### config.mk
export PLATFORM = sky130hd
export DESIGN_NAME = seg_scan_driver_flat
export DESIGN_NICKNAME = d
export VERILOG_FILES = /design/src/rtl/seg_pkg.sv /design/src/rtl/seg_scan_driver_if.sv /design/src/rtl/hex7_decode.sv /design/src/rtl/seg_scan_driver.sv /design/src/flat_wrapper.sv
export SDC_FILE = /design/constraint.sdc
export NUM_CORES = 1
export LEC_CHECK = 0
export BUFFER_PORTS_ARGS = -buffer_cell sky130_fd_sc_hd__buf_2
export CAP_MARGIN = 0
export CORE_ASPECT_RATIO = 1.4
export CORE_MARGIN = 8
export CORE_UTILIZATION = 60
export CTS_BUF_LIST = sky130_fd_sc_hd__clkbuf_8
export DETAILED_ROUTE_END_ITERATION = 7
export PLACE_DENSITY = 0.81
export SLEW_MARGIN = 30
export SYNTH_ARGS = -nofsm -noshare
export SYNTH_HDL_FRONTEND = slang
export SYNTH_HIERARCHICAL = 1
export SYNTH_SLANG_ARGS = --single-unit
### constraint.sdc
create_clock -name clk -period 5.6 [get_ports clk]
set_input_delay 1.12 -clock clk [delete_from_list [all_inputs] [get_ports clk]]
set_output_delay 1.12 -clock clk [all_outputs]
set_load 0.02 [all_outputs]
### src/rtl/seg_pkg.sv
// Shared constants for the multiplexed 7-segment driver.
// Segment patterns are written seg[0:7] = a,b,c,d,e,f,g,dp, so the leftmost bit is segment a.
package seg_pkg;

    localparam logic [0:7] SEG_OFF = 8'b0000_0000;

    localparam logic [0:7] SEG_0 = 8'b1111_1100;
    localparam logic [0:7] SEG_1 = 8'b0110_0000;
    localparam logic [0:7] SEG_2 = 8'b1101_1010;
    localparam logic [0:7] SEG_3 = 8'b1111_0010;
    localparam logic [0:7] SEG_4 = 8'b0110_0110;
    localparam logic [0:7] SEG_5 = 8'b1011_0110;
    localparam logic [0:7] SEG_6 = 8'b1011_1110;
    localparam logic [0:7] SEG_7 = 8'b1110_0000;
    localparam logic [0:7] SEG_8 = 8'b1111_1110;
    localparam logic [0:7] SEG_9 = 8'b1111_0110;
    localparam logic [0:7] SEG_A = 8'b1110_1110;
    localparam logic [0:7] SEG_B = 8'b0011_1110;
    localparam logic [0:7] SEG_C = 8'b0001_1010;
    localparam logic [0:7] SEG_D = 8'b0111_1010;
    localparam logic [0:7] SEG_E = 8'b1001_1110;
    localparam logic [0:7] SEG_F = 8'b1000_1110;

    typedef enum logic {
        ST_ON   = 1'b0,
        ST_DEAD = 1'b1
    } state_t;

endpackage

### src/rtl/seg_scan_driver_if.sv
// Bus between the value datapath and the scan driver.
//   value/dp_in/blank_in/lz_en/load : display request, captured on load
//   seg/dig/frame_start             : pin-level scan outputs
interface seg_scan_driver_if #(
    parameter int unsigned DIGITS = 4
);
    logic [4*DIGITS-1:0] value;
    logic [DIGITS-1:0]   dp_in;
    logic [DIGITS-1:0]   blank_in;
    logic                lz_en;
    logic                load;
    logic [0:7]          seg;
    logic [DIGITS-1:0]   dig;
    logic                frame_start;

    modport master (
        output value, dp_in, blank_in, lz_en, load,
        input  seg, dig, frame_start
    );

    modport slave (
        input  value, dp_in, blank_in, lz_en, load,
        output seg, dig, frame_start
    );
endinterface

### src/rtl/hex7_decode.sv
// Combinational hex nibble to segments a..g (seg_c[0] = a); dp is handled by the caller.
//   nibble : hex digit 0..F
//   seg_c  : active-high segment pattern a..g
module hex7_decode
    import seg_pkg::*;
(
    input  logic [3:0] nibble,
    output logic [0:6] seg_c
);

    always_comb begin
        seg_c = SEG_OFF[0:6];
        case (nibble)
            4'h0: seg_c = SEG_0[0:6];
            4'h1: seg_c = SEG_1[0:6];
            4'h2: seg_c = SEG_2[0:6];
            4'h3: seg_c = SEG_3[0:6];
            4'h4: seg_c = SEG_4[0:6];
            4'h5: seg_c = SEG_5[0:6];
            4'h6: seg_c = SEG_6[0:6];
            4'h7: seg_c = SEG_7[0:6];
            4'h8: seg_c = SEG_8[0:6];
            4'h9: seg_c = SEG_9[0:6];
            4'hA: seg_c = SEG_A[0:6];
            4'hB: seg_c = SEG_B[0:6];
            4'hC: seg_c = SEG_C[0:6];
            4'hD: seg_c = SEG_D[0:6];
            4'hE: seg_c = SEG_E[0:6];
            4'hF: seg_c = SEG_F[0:6];
            default: seg_c = SEG_OFF[0:6];
        endcase
    end

endmodule

### src/rtl/seg_scan_driver.sv
// Time-multiplexed multi-digit 7-segment driver with dead time and frame-synchronous update.
//   clk, rst : clock and synchronous active-high reset
//   bus      : slave side of seg_scan_driver_if (request in, seg/dig/frame_start out)
module seg_scan_driver
    import seg_pkg::*;
#(
    parameter int unsigned DIGITS         = 4,
    parameter int unsigned SCAN_DIV       = 50000,
    parameter int unsigned DEAD_CYCLES    = 8,
    parameter bit          SEG_ACTIVE_LOW = 1'b0,
    parameter bit          DIG_ACTIVE_LOW = 1'b0
) (
    input logic              clk,
    input logic              rst,
    seg_scan_driver_if.slave bus
);

    localparam int unsigned IDX_W   = (DIGITS > 1) ? $clog2(DIGITS) : 1;
    localparam int unsigned CNT_MAX = (SCAN_DIV > DEAD_CYCLES) ? SCAN_DIV : DEAD_CYCLES;
    localparam int unsigned CNT_W   = $clog2(CNT_MAX);

    localparam logic [0:7]        SEG_POL = {8{SEG_ACTIVE_LOW}};
    localparam logic [DIGITS-1:0] DIG_POL = {DIGITS{DIG_ACTIVE_LOW}};

    logic [DIGITS-1:0][3:0] pend_value, shd_value, src_value;
    logic [DIGITS-1:0]      pend_dp, shd_dp, src_dp;
    logic [DIGITS-1:0]      pend_blank, shd_blank, src_blank;
    logic                   pend_lz, shd_lz, src_lz;

    state_t            state;
    logic [IDX_W-1:0]  idx, idx_inc;
    logic [CNT_W-1:0]  cnt;
    logic              wrap, on_done, dead_done, go_on, go_dead;
    logic [DIGITS-1:0] lz_mask;
    logic              zero_run;
    logic [0:6]        dec_seg;
    logic [0:7]        seg_lit, seg_q;
    logic [DIGITS-1:0] dig_q;
    logic              fs_q;

    // Scan sequencing: every ON entry lights idx_inc; wrap marks the start of a new frame.
    assign wrap      = (idx == IDX_W'(DIGITS - 1));
    assign idx_inc   = wrap ? '0 : idx + IDX_W'(1);
    assign on_done   = (state == ST_ON) && (cnt == CNT_W'(SCAN_DIV - 1));
    assign dead_done = (state == ST_DEAD) &&
                       ((DEAD_CYCLES == 0) || (cnt == CNT_W'(DEAD_CYCLES - 1)));
    assign go_on     = dead_done || (on_done && (DEAD_CYCLES == 0));
    assign go_dead   = on_done && (DEAD_CYCLES != 0);

    // The digit about to light sees pending directly when it opens a new frame,
    // since the shadow is being loaded on that same edge.
    assign src_value = wrap ? pend_value : shd_value;
    assign src_dp    = wrap ? pend_dp    : shd_dp;
    assign src_blank = wrap ? pend_blank : shd_blank;
    assign src_lz    = wrap ? pend_lz    : shd_lz;

    // Leading-zero mask: digit k is dark when it and every digit above it are zero.
    always_comb begin
        lz_mask  = '0;
        zero_run = 1'b1;
        for (int k = int'(DIGITS) - 1; k > 0; k--) begin
            zero_run   = zero_run & (src_value[k] == 4'h0);
            lz_mask[k] = src_lz & zero_run;
        end
    end

    hex7_decode u_dec (
        .nibble (src_value[idx_inc]),
        .seg_c  (dec_seg)
    );

    // Blanking overrides a..g only; dp always follows its own bit.
    always_comb begin
        seg_lit[0:6] = (src_blank[idx_inc] || lz_mask[idx_inc]) ? 7'b0 : dec_seg;
        seg_lit[7]   = src_dp[idx_inc];
    end

    // Scan FSM, request capture, shadow update and pin outputs.
    always_ff @(posedge clk) begin
        if (rst) begin
            pend_value <= '0;
            pend_dp    <= '0;
            pend_blank <= '0;
            pend_lz    <= 1'b0;
            shd_value  <= '0;
            shd_dp     <= '0;
            shd_blank  <= '0;
            shd_lz     <= 1'b0;
            state      <= ST_DEAD;
            idx        <= IDX_W'(DIGITS - 1);
            cnt        <= '0;
            seg_q      <= SEG_OFF ^ SEG_POL;
            dig_q      <= DIG_POL;
            fs_q       <= 1'b0;
        end else begin
            if (bus.load) begin
                pend_value <= bus.value;
                pend_dp    <= bus.dp_in;
                pend_blank <= bus.blank_in;
                pend_lz    <= bus.lz_en;
            end
            fs_q <= 1'b0;
            if (go_on) begin
                state <= ST_ON;
                cnt   <= '0;
                idx   <= idx_inc;
                seg_q <= seg_lit ^ SEG_POL;
                dig_q <= (DIGITS'(1) << idx_inc) ^ DIG_POL;
                fs_q  <= wrap;
                if (wrap) begin
                    shd_value <= pend_value;
                    shd_dp    <= pend_dp;
                    shd_blank <= pend_blank;
                    shd_lz    <= pend_lz;
                end
            end else if (go_dead) begin
                state <= ST_DEAD;
                cnt   <= '0;
                seg_q <= SEG_OFF ^ SEG_POL;
                dig_q <= DIG_POL;
            end else begin
                cnt <= cnt + CNT_W'(1);
            end
        end
    end

    assign bus.seg         = seg_q;
    assign bus.dig         = dig_q;
    assign bus.frame_start = fs_q;

endmodule

### src/flat_wrapper.sv
// flat-port wrapper written by rule: the top's interface ports become plain ports
module seg_scan_driver_flat import seg_pkg::*;
#(
    parameter int unsigned DIGITS         = 4,
    parameter int unsigned SCAN_DIV       = 50000,
    parameter int unsigned DEAD_CYCLES    = 8,
    parameter bit          SEG_ACTIVE_LOW = 1'b0,
    parameter bit          DIG_ACTIVE_LOW = 1'b0
)
  (clk, rst, bus_value, bus_dp_in, bus_blank_in, bus_lz_en, bus_load, bus_seg, bus_dig, bus_frame_start);
  seg_scan_driver_if #(.DIGITS(DIGITS)) bus_i ();
  input logic clk;
  input logic rst;
  input wire logic [$bits(bus_i.value)-1:0] bus_value;
  input wire logic [$bits(bus_i.dp_in)-1:0] bus_dp_in;
  input wire logic [$bits(bus_i.blank_in)-1:0] bus_blank_in;
  input wire logic [$bits(bus_i.lz_en)-1:0] bus_lz_en;
  input wire logic [$bits(bus_i.load)-1:0] bus_load;
  output wire logic [$bits(bus_i.seg)-1:0] bus_seg;
  output wire logic [$bits(bus_i.dig)-1:0] bus_dig;
  output wire logic [$bits(bus_i.frame_start)-1:0] bus_frame_start;
  assign bus_i.value = bus_value;
  assign bus_i.dp_in = bus_dp_in;
  assign bus_i.blank_in = bus_blank_in;
  assign bus_i.lz_en = bus_lz_en;
  assign bus_i.load = bus_load;
  assign bus_seg = bus_i.seg;
  assign bus_dig = bus_i.dig;
  assign bus_frame_start = bus_i.frame_start;
  seg_scan_driver #(.DIGITS(DIGITS), .SCAN_DIV(SCAN_DIV), .DEAD_CYCLES(DEAD_CYCLES), .SEG_ACTIVE_LOW(SEG_ACTIVE_LOW), .DIG_ACTIVE_LOW(DIG_ACTIVE_LOW)) u_core (.clk(clk), .rst(rst), .bus(bus_i));
endmodule
==> flow_summary.yaml <==
setup_path:
  path_buf_inv: 2
  crit_path_end_kind: "flop"
  worstSetupPathType: "reg -> reg"
  cp_data_arrival_time_ns: 3.77
  path_cells: "ha_1, clkinv_1, mux4_2, inv_1, ha_1, mux4_2, a22o_1"
  cpMaxStageDelayCell: "dfxtp_1"
  max_stage_delay_ns: 0.84
  crit_family: "multiplexers"
  critPathRequiredTime_ns: 5.83
  crit_path_start_kind: "flop"
  critPathMaxFanout: 19
global_route:
  gr-usage-met3: 0.0528
  grtUsageMet1: 0.202
  overflow: 0
  use_met2: 0.291
  grt-busiest-layer: "met2"
  groute.usage.overall: 0.176
  grt_pass1_vias: 2698
  grt_first_pass_wirelength_um: 12400
  antenna_found_initial: 0
  grt_max_degree: 59
drt:
  avgRoutedWirePerCell_um: 15.2
  drtAntennaViolNets: 0
  first_pass_iters: 4
  vias_per_cell: 5.59
  drt_wl_total_um: 7540
  via_count: 2771
  drtIter0Drc: 104
  drc: 0
min_path:
  holdCritPathClass: "reg -> reg"
synth:
  synthFlopType: "dfxtp_1"
  yosys-top-cells-count: "82 x dfxtp_1, 56 x nand2_1, 49 x nor2_1, 29 x a21oi_1, 25 x mux2i_1"
  synth.most_common_cell: "dfxtp_1"
  syn_inst: 392
  synth_area_leaders: "dfxtp_1 45%, mux2i_1 6.8%, nand2_1 5.7%"
  syn_nets: 433
  ys_seq_elements: 82
  yosys_warnings: 6
  ys_seq_area_frac: 0.446
  synth_cell_types: 42
  yosys.area.top_type: "dfxtp_1"
  synth_edf_count: 0
  synth_area_mm2: 0.00368
  synth.avg_cell_area_um2: 9.39
  synth_top_area_share: 0.446
  synth-async-reset-ratio: 0
floorplan:
  die_h_um: 109
  pin_count: 41
  die_area_mm2: 0.00893
  rows: 34
  start_util: 0.605
  coreArea_mm2: 0.00608
  die_x_um: 82.2
clock_network:
  cts_tree: "done"
  htreeDepth: 3
  cts.reportedPaths.clkPinSlew_ns: 0.09
  cts-hold-fix-buffers: 0
  cts_sinks: 82
  clk_path_buf_depth: 2
  clkLatencyLatePin_ns: 0.35
  numCtsBuffers: 9
  root_buffer: "clkbuf_8"
  post_cts_buffers: 0
  postCtsResizedCells: 0
timing:
  fin_crit_ns: 3.54
  worstMarginPinSlew_ns: 0.909
  hold_viol: 0
  max_freq_mhz: 282
  setup_tns_ns: 0
  finClkSkew_ns: 0.0152
  setup_violations: 0
  rsz0062_at_grt: "no"
  slew_viol_final: 0
  slew_headroom: 0.393
  finalCritPeriodShare: 0.632
  timing.final.ws_setup_ns: 2.06
finish:
  nets: 460
  final_util: 0.669
  drive_gt1_frac: 0.184
  syn2layout_area_growth_pct: 10.6
  diodes: 0
  finalNonFillerCells: 496
power_and_ir_drop:
  vdd_drop_max_mv: 0.178
  power_density_mw_per_mm2: 273
  leakage_nw: 1.66
status:
  outcome: "finished clean"
place:
  dp.cells: 480
  port_buffers: 40
  hpwlAfterDp_um: 5330
  gp_congestion: 0.912
  place_ws_ns: 2.13
job:
  drv_cap: 0
-- where the power goes --
part           total [mW]  switching [mW]  internal [mW]  leakage [nW]
sequential          0.608          0.0122          0.596         0.666
clock               0.427           0.209          0.218        0.0963
combinational      0.0783          0.0413         0.0370         0.898
-- worst paths after layout --
kind | slack [ns] | depth (start not counted) | start | endpoint
min reg2reg | 0.45 | 2 | u_core/pend_blank[3] | u_core/shd_blank[3]
max reg2reg | 2.06 | 7 | u_core/idx[0] | u_core/bus.seg[3]
max | 2.06 | 7 | u_core/idx[0] | u_core/bus.seg[3]
min | 0.45 | 2 | u_core/pend_blank[3] | u_core/shd_blank[3]
-- logic make-up after synthesis --
family | share of synthesized area
compound gates | 0.102
flops | 0.446
simple gates | 0.177
xor+xnor | 0.0333
mux | 0.156
fa+ha+maj | 0.0442
buf+inv | 0.0415
-- layout by cell type (no fill, tap or decap), types with 2 or more instances in the layout --
| cell | instances |
|---|---|
| a211o_1 | 2 |
| a21oi_1 | 29 |
| a22o_1 | 12 |
| and3_1 | 4 |
| and4_1 | 3 |
| buf_2 | 39 |
| clkbuf_8 | 10 |
| clkinvlp_4 | 3 |
| dfxtp_1 | 82 |
| ha_1 | 13 |
| inv_1 | 12 |
| mux2_2 | 10 |
| mux2_4 | 2 |
| mux2i_1 | 25 |
| mux4_2 | 8 |
| nand2_1 | 56 |
| nand2b_1 | 4 |
| nand3_1 | 8 |
| nand4_1 | 3 |
| nor2_1 | 49 |
| nor2b_1 | 4 |
| nor3_1 | 5 |
| nor4_1 | 7 |
| o21ai_0 | 2 |
| xnor2_1 | 8 |
| xor2_1 | 6 |
-- layout make-up --
type / count / area (µm²)
tap: 72 / 90.1
clock buffer: 10 / 138
inverter: 13 / 48.8
sequential: 82 / 1640
timing repair buffer: 40 / 203
clock inverter: 6 / 65.1
multi-input combinational: 273 / 1890
fill: 508 / 2010
-- routing by layer --
metal | wire, µm | up-vias
li1 | - | 1398
met1 | 3150 | 1306
met2 | 3880 | 53
met3 | 312 | 14
met4 | 195 | 0
met5 | 0 | -
-- per-stage QoR --
stage          area (µm²)  total power, mW  hold slack [ns]
6_report             4070             1.11            0.454
3_5_place_dp         3870            0.700            0.445
2_1_floorplan        3680            0.677            0.413
4_1_cts              4070             1.13            0.457
3_3_place_gp         3870            0.696            0.424
5_1_grt              4070             1.16            0.472
-- worst min-delay path: cells and delay by family (launching register included) --
family          cells  cell delay, ns
compound gates      1            0.05
flops               1            0.32
simple gates        1            0.05
-- flip-flops by register name, summed over array words and instances (netlist names) --
register and cells:
u_core/cnt 16, u_core/pend_value 16, u_core/bus.frame_start 1, u_core/pend_lz 1, u_core/shd_lz 1, u_core/state 1
u_core/pend_dp 4, u_core/bus.dig 4, u_core/shd_blank 4, u_core/pend_blank 4, u_core/bus.seg 8, u_core/idx 2
u_core/shd_value 16, u_core/shd_dp 4
(Power assumes the default switching activity.)
